===== src/rtl/psum_accum_relu_q4_x2_pkg.sv =====
`default_nettype none
// ============================================================================
//  Module   : psum_accum_relu_q4_x2_pkg
//  Brief    : Shared constants and helpers for the int4 conv output stage
//             (partial-sum width, int4 limits, default requant shift).
//  Revision : 1.0  initial release
// ============================================================================
package psum_accum_relu_q4_x2_pkg;

    // Width of a signed per-group partial sum coming out of the conv kernel
    localparam int PSUM_W     = 15;
    // Unsigned int4 output range
    localparam int Q4_W       = 4;
    localparam int Q4_MAX     = 15;
    // Default requantisation settings
    localparam int DEF_SHIFT  = 4;
    localparam int DEF_GROUPS = 4;
    localparam int DEF_ACC_W  = 21;

    // Width of the group counter; a single-group build still needs one bit
    function automatic int grp_width(input int groups);
        return (groups > 1) ? $clog2(groups) : 1;
    endfunction

    // Rounding constant added before an arithmetic right shift (half-up)
    function automatic int round_const(input int shift);
        return 1 << (shift - 1);
    endfunction

endpackage
`default_nettype wire


===== src/rtl/psum_accum_relu_q4_x2_relu_round_sat_q4.sv =====
`default_nettype none
// ============================================================================
//  Module   : relu_round_sat_q4
//  Brief    : Combinational ReLU, round-half-up right shift and unsigned
//             saturation of one accumulated sum, plus a clip indicator.
//  Revision : 1.0  initial release
// ============================================================================
module relu_round_sat_q4
    import psum_accum_relu_q4_x2_pkg::*;
#(
    parameter int ACC_W = DEF_ACC_W,
    parameter int SHIFT = DEF_SHIFT,
    parameter int OUT_W = Q4_W
)(
    input  logic [ACC_W-1:0] sum,
    output logic [OUT_W-1:0] q,
    output logic             clip
);

    // One extra bit so the rounding add cannot wrap for the largest positive sum
    localparam logic [ACC_W:0] c_round = (ACC_W+1)'(round_const(SHIFT));
    localparam logic [ACC_W:0] c_max   = (ACC_W+1)'((1 << OUT_W) - 1);

    logic             w_pos;
    logic [ACC_W:0]   w_rounded;
    logic [ACC_W:0]   w_shifted;
    logic             w_over;

    // Only strictly positive sums pass the ReLU; the magnitude path below is
    // evaluated unsigned and its result is discarded when the sum is <= 0.
    assign w_pos     = ~sum[ACC_W-1] & (|sum);
    assign w_rounded = {1'b0, sum} + c_round;
    assign w_shifted = w_rounded >> SHIFT;
    assign w_over    = (w_shifted > c_max);

    assign clip = w_pos & w_over;

    // Select zero, the clamped maximum code, or the rounded value
    always_comb begin
        q = '0;
        if (w_pos) begin
            if (w_over) begin
                q = c_max[OUT_W-1:0];
            end else begin
                q = w_shifted[OUT_W-1:0];
            end
        end
    end

endmodule
`default_nettype wire


===== src/rtl/psum_accum_relu_q4_x2.sv =====
`default_nettype none
// ============================================================================
//  Module   : psum_accum_relu_q4_x2
//  Brief    : Accumulates 2-channel signed partial sums over GROUPS input
//             groups, then applies ReLU / round / int4 saturation and emits
//             one quantised pixel per completed group set.
//  Revision : 1.0  initial release
// ============================================================================
module psum_accum_relu_q4_x2
    import psum_accum_relu_q4_x2_pkg::*;
#(
    parameter int IN_W   = PSUM_W,
    parameter int GROUPS = DEF_GROUPS,
    parameter int ACC_W  = DEF_ACC_W,
    parameter int SHIFT  = DEF_SHIFT,
    parameter int OUT_W  = Q4_W
)(
    input  logic                          clk,
    input  logic                          rst_n,
    input  logic                          in_valid,
    input  logic                          in_sof,
    input  logic [IN_W-1:0]               psum_ch1,
    input  logic [IN_W-1:0]               psum_ch2,
    input  logic                          sat_clr,
    output logic                          out_valid,
    output logic [OUT_W-1:0]              out_ch1,
    output logic [OUT_W-1:0]              out_ch2,
    output logic                          sat_flag,
    output logic [grp_width(GROUPS)-1:0]  grp_idx
);

    localparam int              GRP_W      = grp_width(GROUPS);
    localparam logic [GRP_W-1:0] c_last_grp = GRP_W'(GROUPS - 1);

    logic [GRP_W-1:0]        r_grp;
    logic [GRP_W-1:0]        w_eff_grp;
    logic [GRP_W-1:0]        w_grp_nxt;
    logic                    w_first;
    logic                    w_last;

    logic signed [ACC_W-1:0] w_ext_ch1;
    logic signed [ACC_W-1:0] w_ext_ch2;
    logic signed [ACC_W-1:0] w_sum_ch1;
    logic signed [ACC_W-1:0] w_sum_ch2;
    logic signed [ACC_W-1:0] r_acc_ch1;
    logic signed [ACC_W-1:0] r_acc_ch2;

    logic                    r_s1_valid;
    logic signed [ACC_W-1:0] r_s1_sum_ch1;
    logic signed [ACC_W-1:0] r_s1_sum_ch2;

    logic [OUT_W-1:0]        w_q_ch1;
    logic [OUT_W-1:0]        w_q_ch2;
    logic                    w_clip_ch1;
    logic                    w_clip_ch2;

    logic                    r_out_valid;
    logic [OUT_W-1:0]        r_out_ch1;
    logic [OUT_W-1:0]        r_out_ch2;
    logic                    r_sat_flag;

    // A start-of-frame beat forces group 0, which drops any partial pixel
    assign w_eff_grp = in_sof ? '0 : r_grp;
    assign w_first   = (w_eff_grp == '0);
    assign w_last    = (w_eff_grp == c_last_grp);
    assign w_grp_nxt = w_last ? '0 : w_eff_grp + GRP_W'(1);

    assign w_ext_ch1 = ACC_W'($signed(psum_ch1));
    assign w_ext_ch2 = ACC_W'($signed(psum_ch2));
    assign w_sum_ch1 = w_first ? w_ext_ch1 : r_acc_ch1 + w_ext_ch1;
    assign w_sum_ch2 = w_first ? w_ext_ch2 : r_acc_ch2 + w_ext_ch2;

    // Group counter and running accumulators advance only on valid beats
    always_ff @(posedge clk) begin
        if (!rst_n) begin
            r_grp     <= '0;
            r_acc_ch1 <= '0;
            r_acc_ch2 <= '0;
        end else if (in_valid) begin
            r_grp     <= w_grp_nxt;
            r_acc_ch1 <= w_sum_ch1;
            r_acc_ch2 <= w_sum_ch2;
        end
    end

    // Stage 1: capture the completed pixel sum on its last-group beat
    always_ff @(posedge clk) begin
        if (!rst_n) begin
            r_s1_valid   <= 1'b0;
            r_s1_sum_ch1 <= '0;
            r_s1_sum_ch2 <= '0;
        end else begin
            r_s1_valid <= in_valid & w_last;
            if (in_valid && w_last) begin
                r_s1_sum_ch1 <= w_sum_ch1;
                r_s1_sum_ch2 <= w_sum_ch2;
            end
        end
    end

    relu_round_sat_q4 #(
        .ACC_W (ACC_W),
        .SHIFT (SHIFT),
        .OUT_W (OUT_W)
    ) u_q_ch1 (
        .sum  (r_s1_sum_ch1),
        .q    (w_q_ch1),
        .clip (w_clip_ch1)
    );

    relu_round_sat_q4 #(
        .ACC_W (ACC_W),
        .SHIFT (SHIFT),
        .OUT_W (OUT_W)
    ) u_q_ch2 (
        .sum  (r_s1_sum_ch2),
        .q    (w_q_ch2),
        .clip (w_clip_ch2)
    );

    // Stage 2: register quantised pixel; values hold between pulses
    always_ff @(posedge clk) begin
        if (!rst_n) begin
            r_out_valid <= 1'b0;
            r_out_ch1   <= '0;
            r_out_ch2   <= '0;
        end else begin
            r_out_valid <= r_s1_valid;
            if (r_s1_valid) begin
                r_out_ch1 <= w_q_ch1;
                r_out_ch2 <= w_q_ch2;
            end
        end
    end

    // Sticky saturation flag; a new clip event outranks a same-cycle clear
    always_ff @(posedge clk) begin
        if (!rst_n) begin
            r_sat_flag <= 1'b0;
        end else if (r_s1_valid && (w_clip_ch1 || w_clip_ch2)) begin
            r_sat_flag <= 1'b1;
        end else if (sat_clr) begin
            r_sat_flag <= 1'b0;
        end
    end

    assign out_valid = r_out_valid;
    assign out_ch1   = r_out_ch1;
    assign out_ch2   = r_out_ch2;
    assign sat_flag  = r_sat_flag;
    assign grp_idx   = r_grp;

endmodule
`default_nettype wire


===== config.mk =====
export PLATFORM = sky130hd
export DESIGN_NAME = psum_accum_relu_q4_x2
export DESIGN_NICKNAME = d
export VERILOG_FILES = /design/src/rtl/psum_accum_relu_q4_x2_pkg.sv /design/src/rtl/psum_accum_relu_q4_x2_relu_round_sat_q4.sv /design/src/rtl/psum_accum_relu_q4_x2.sv
export SDC_FILE = /design/constraint.sdc
export NUM_CORES = 1
export LEC_CHECK = 0
export BUFFER_PORTS_ARGS = -buffer_cell sky130_fd_sc_hd__buf_2
export CORE_MARGIN = 2
export CORE_UTILIZATION = 55
export CTS_CLUSTER_SIZE = 30
export DETAILED_ROUTE_END_ITERATION = 12
export PLACE_DENSITY_LB_ADDON = 0.1
export SYNTH_ARGS = -nofsm -noshare
export SYNTH_HDL_FRONTEND = slang
export SYNTH_SLANG_ARGS = --single-unit

===== constraint.sdc =====
create_clock -name clk -period 2.61 [get_ports clk]
set_clock_uncertainty 0.05 [all_clocks]
set_input_delay 0.1305 -clock clk [delete_from_list [all_inputs] [get_ports clk]]
set_output_delay 0.1305 -clock clk [all_outputs]
set_load 0.005 [all_outputs]

==> summary.md <==
| Metric | Value |
|---|---|
| Post-detailed-route via-to-cell ratio | between 6 and 7 |
| Count of yosys warnings during synthesis | 0 |
| CP endpoint kind | register |
| Setup violators final | 0 |
| Setup Slack @ Placement | -0.222 ns |
| Sequential-to-total area share from yosys stat | 31.3% |
| Slew at the pin closest to its max-slew limit | between 0.7 and 0.8 ns |
| Overall power of the completed layout | 3990 uW |
| Clock net sink count | just under 100 |
| Async S/R FF share, synth | 0% |
| Maximum single-stage delay on the critical path | around 0.65 ns |
| Initial antenna violation count | 0 |
| Max-cap violations | 0 |
| CTS Root Cell | clkbuf_16 |
| Share of final-layout standard cells stronger than drive strength 1 | between 10% and 20% |
| Post-Synthesis Cells | between 700 and 800 |
| Remaining routing DRC violations | 0 |
| Hpwl dp | about 11 mm |
| Top-count cell post-synth | dfxtp_1 |
| Most used standard cells in the synthesized netlist | dfxtp_1, nor2_1, a21oi_1 |
| Fin crit share | between 90% and 100% |
| Core ar. | roughly 0.011 mm^2 |
| Vias in the first global route | slightly above 5,000 |
| EDFF count, synth | 0 |
| Total inserted antenna cells | 0 |
| H-Tree Depth | 3 |
| Syn nets | between 800 and 900 |
| Total GRT Usage | a little over a quarter |
| Die Footprint | around 0.012 mm^2 |
| Endpoint of the worst hold-timing path | r_s1_sum_ch1[9]$_SDFFE_PN0P_ |
| Via count | 5,914 |
| Number of DRC violations after detailed-routing iteration 0 | approximately 450 |
| R2R setup slack | around 0.015 ns |
| NumNets Final | about 910 |
| Area occupied by multi-input gates | 0.00425 mm^2 |
| Result of the run | finished, final reports clean |
| CP Launch Type | register |
| Total congestion overflow after global routing | 0 |
| Sequential cell area | roughly 0.0019 mm^2 |
| Dominant cells by area after synthesis | dfxtp_1, ha_1, a21oi_1 |
| Minimum clock period after layout | between 2 and 3 ns |
| Netlist cell types | 60 |
| Util after Layout | roughly 66% |
| Setup repair after global routing missed its margin | true |
| Avg WL per Cell | between 15 and 20 um |
| Netlist area before placement | about 0.0062 mm^2 |
| Starting density of the core | a little under three fifths |
| Routability congestion estimate from global placement | between 0.9 and 1 |
| Required time of the critical path | roughly 2.8 ns |
| Total of flip-flops plus latches after synthesis | 97 |
| Drt total wl | between 15 and 20 mm |
| Row cnt | 38 |
| Height of the chip | 110 um |
| Logic depth of the worst register-to-register path | 9 |
| Maximum clock path buffer count | 2 |
| Min-Delay Path Class | in2reg |
| Total clock buffers created by CTS | 9 |
| Die W | between 100 and 150 um |
| R2r startpoint | r_acc_ch2[7]$_SDFFE_PN0P_ |
| Crit path launch | r_acc_ch2[7]$_SDFFE_PN0P_ |
| Post-CTS clock slew at the launch and capture registers of the worst setup and hold paths | ~0.070 ns |
| End of the worst register-to-register path | r_acc_ch2[20]$_SDFFE_PN0P_ |
| Total leakage power | about 0.003 uW |
| Detail Route Antenna Nets | 0 |
| Port buffer count | 46 |
| CP top delay family | compound AO/OA/AOI/OAI gates |
| Max transition margin | between 50% and 60% |
| CTS tree | yes |
| Global-route wire length before repair | ~25 mm |
| Filler Cell Count | 961 |
| Clock insertion delay at the later pin of the skew report | between 0.3 and 0.4 ns |
| Fin. Hold Viols | 0 |
| Arrival time worst endpoint | ~2.8 ns |
| Cell depth of the worst hold path | 3 |
| Library cell occupying the most area in the post-synthesis netlist | dfxtp_1 |
| Share of the synthesized area in the top cell type | a little under a third |
| Most used DFF post-synth | dfxtp_1 |
| Num ports | 47 |
| Highest Clock Rate | roughly 390 MHz |
| Type of the worst setup path | reg2reg |
| Bufs and invs on worst path | 0 |
| Pin count of the biggest net entering global routing | just over 70 |
| Maximum vdd ir drop | roughly 360 uV |
| Area growth syn-to-layout | 16.8% |
| Mean instance size in the synthesized netlist | approximately 7.9 um^2 |
| Worst path setup slack after routing | around 0.015 ns |
| Cell breakdown of the critical path | ha_1 -> nand2_1 -> a211oi_1 -> o31ai_4 -> a21oi_2 -> o21bai_1 -> mux2i_1 -> xor2_1 -> a21oi_1 |
| Router iterations before antenna repair | 5 |
| PD cells | 552 mW/mm^2 |
| Hold path startpoint | psum_ch1[9] |
| Top fanout value on the critical path | 6 |
| Library cell contributing the largest single delay on the critical path | a211oi_1 |
| Pins Over Slew Limit | 0 |
==> cell type report <==
class	instances	share of cell area, %
inverter	22	1.14
clock inverter	6	1.23
tap	140	2.42
timing repair buffer	73	6.33
multi-input combinational	624	58.7
clock buffer	10	3.30
sequential	97	26.9
==> report_power, final <==
group,leakage (uW),total [uW],switching (uW),internal [uW]
Combinational,0.00205,933,536,396
Sequential,0.000794,1580,38.2,1540
Clock,0.000155,1490,617,868
Total,0.00300,3990,1190,2800
==> logic make-up (layout without fill, tap and decap cells) <==
logic type	after synthesis	after routing	share of synthesized area (%)
AOI/OAI and AO/OA	290	290	29.8
xor gates and xnor gates	36	36	5.09
adders and majority gates	46	46	9.53
buffers and inverters	61	111	3.71
DFF	97	97	31.3
muxes	14	14	2.26
and+or+nand+nor	238	238	18.3
==> how the worst max path moves through the flow <==
stage | slack (ns) | cells past startpoint | to
final | 0.02 | 9 | r_acc_ch2[20]$_SDFFE_PN0P_
after global routing | -0.15 | 9 | r_acc_ch2[20]$_SDFFE_PN0P_
after CTS | -0.005 | 12 | r_acc_ch2[16]$_SDFFE_PN0P_
after detailed placement | -0.22 | 12 | r_acc_ch2[16]$_SDFFE_PN0P_
after global placement | -0.13 | 12 | r_acc_ch2[16]$_SDFFE_PN0P_
after floorplan | 0.04 | 11 | r_s1_sum_ch2[20]$_SDFFE_PN0P_
==> registers in the layout, indices dropped and copies added (netlist names) <==
name          flops
sat_flag          1
r_s1_valid        1
r_acc_ch2        21
r_s1_sum_ch1     21
out_ch1           4
out_valid         1
r_s1_sum_ch2     21
r_acc_ch1        21
out_ch2           4
grp_idx           2
==> per-layer routing <==
metal,up-vias,track usage [%],wire (um),share of wire (%)
met3,19,3.23,596,3.7
met4,0,8.84,209,1.3
met2,124,39.9,7020,44
li1,2982,-,-,-
met5,-,0,0,0
met1,2789,38.6,8190,51
==> cells in the final DEF, fill, tap and decap left out, types with 5 or more instances in the layout <==
| master | count |
|---|---|
| ha_1 | 35 |
| o21a_1 | 8 |
| nand3_1 | 16 |
| a21oi_2 | 5 |
| o21ai_0 | 57 |
| a211oi_1 | 47 |
| nand2b_1 | 6 |
| nor2_1 | 89 |
| dfxtp_1 | 92 |
| nand2_1 | 48 |
| xor2_1 | 26 |
| a31oi_1 | 19 |
| nor3_1 | 19 |
| inv_1 | 20 |
| nor2b_1 | 9 |
| or3_1 | 5 |
| a21o_1 | 19 |
| clkbuf_16 | 9 |
| and3_1 | 9 |
| mux2i_1 | 13 |
| dfxtp_2 | 5 |
| buf_2 | 46 |
| o21bai_1 | 7 |
| nand4_1 | 5 |
| a21oi_1 | 79 |
| ha_4 | 5 |
| xnor2_1 | 10 |
| o21ai_1 | 5 |
| and2_1 | 6 |
| nor4_1 | 6 |
| buf_4 | 25 |
==> worst register-to-register path, stage by stage (launching register included) <==
cell and delay, ns:
dfxtp_1 0.32, ha_1 0.39, nand2_1 0.16, a211oi_1 0.65, o31ai_4 0.12, a21oi_2 0.19
o21bai_1 0.10, mux2i_1 0.17, xor2_1 0.21, a21oi_1 0.10
==> metrics by stage <==
stage / std cells / instance area [um^2] / hold WS [ns] / setup TNS [ns]
after floorplan: 782 / 6200 / 0.251 / 0
after global placement: 952 / 6660 / 0.383 / -0.685
after detailed placement: 952 / 6660 / 0.387 / -1.75
after CTS: 968 / 7020 / 0.0581 / -0.00505
after global routing: 972 / 7240 / 0.0905 / -0.840
final: 972 / 7240 / 0.0561 / 0
==> repair_timing <==
item                                    CTS  global route
buffers inserted                          0             4
endpoints found under the setup margin   12            41
hold buffers                              0             0
pin swaps                                 5            20
endpoints found under the hold margin     0             0
gates resized for setup                  10            40
No activity file was read; power rests on OpenSTA's default activity.
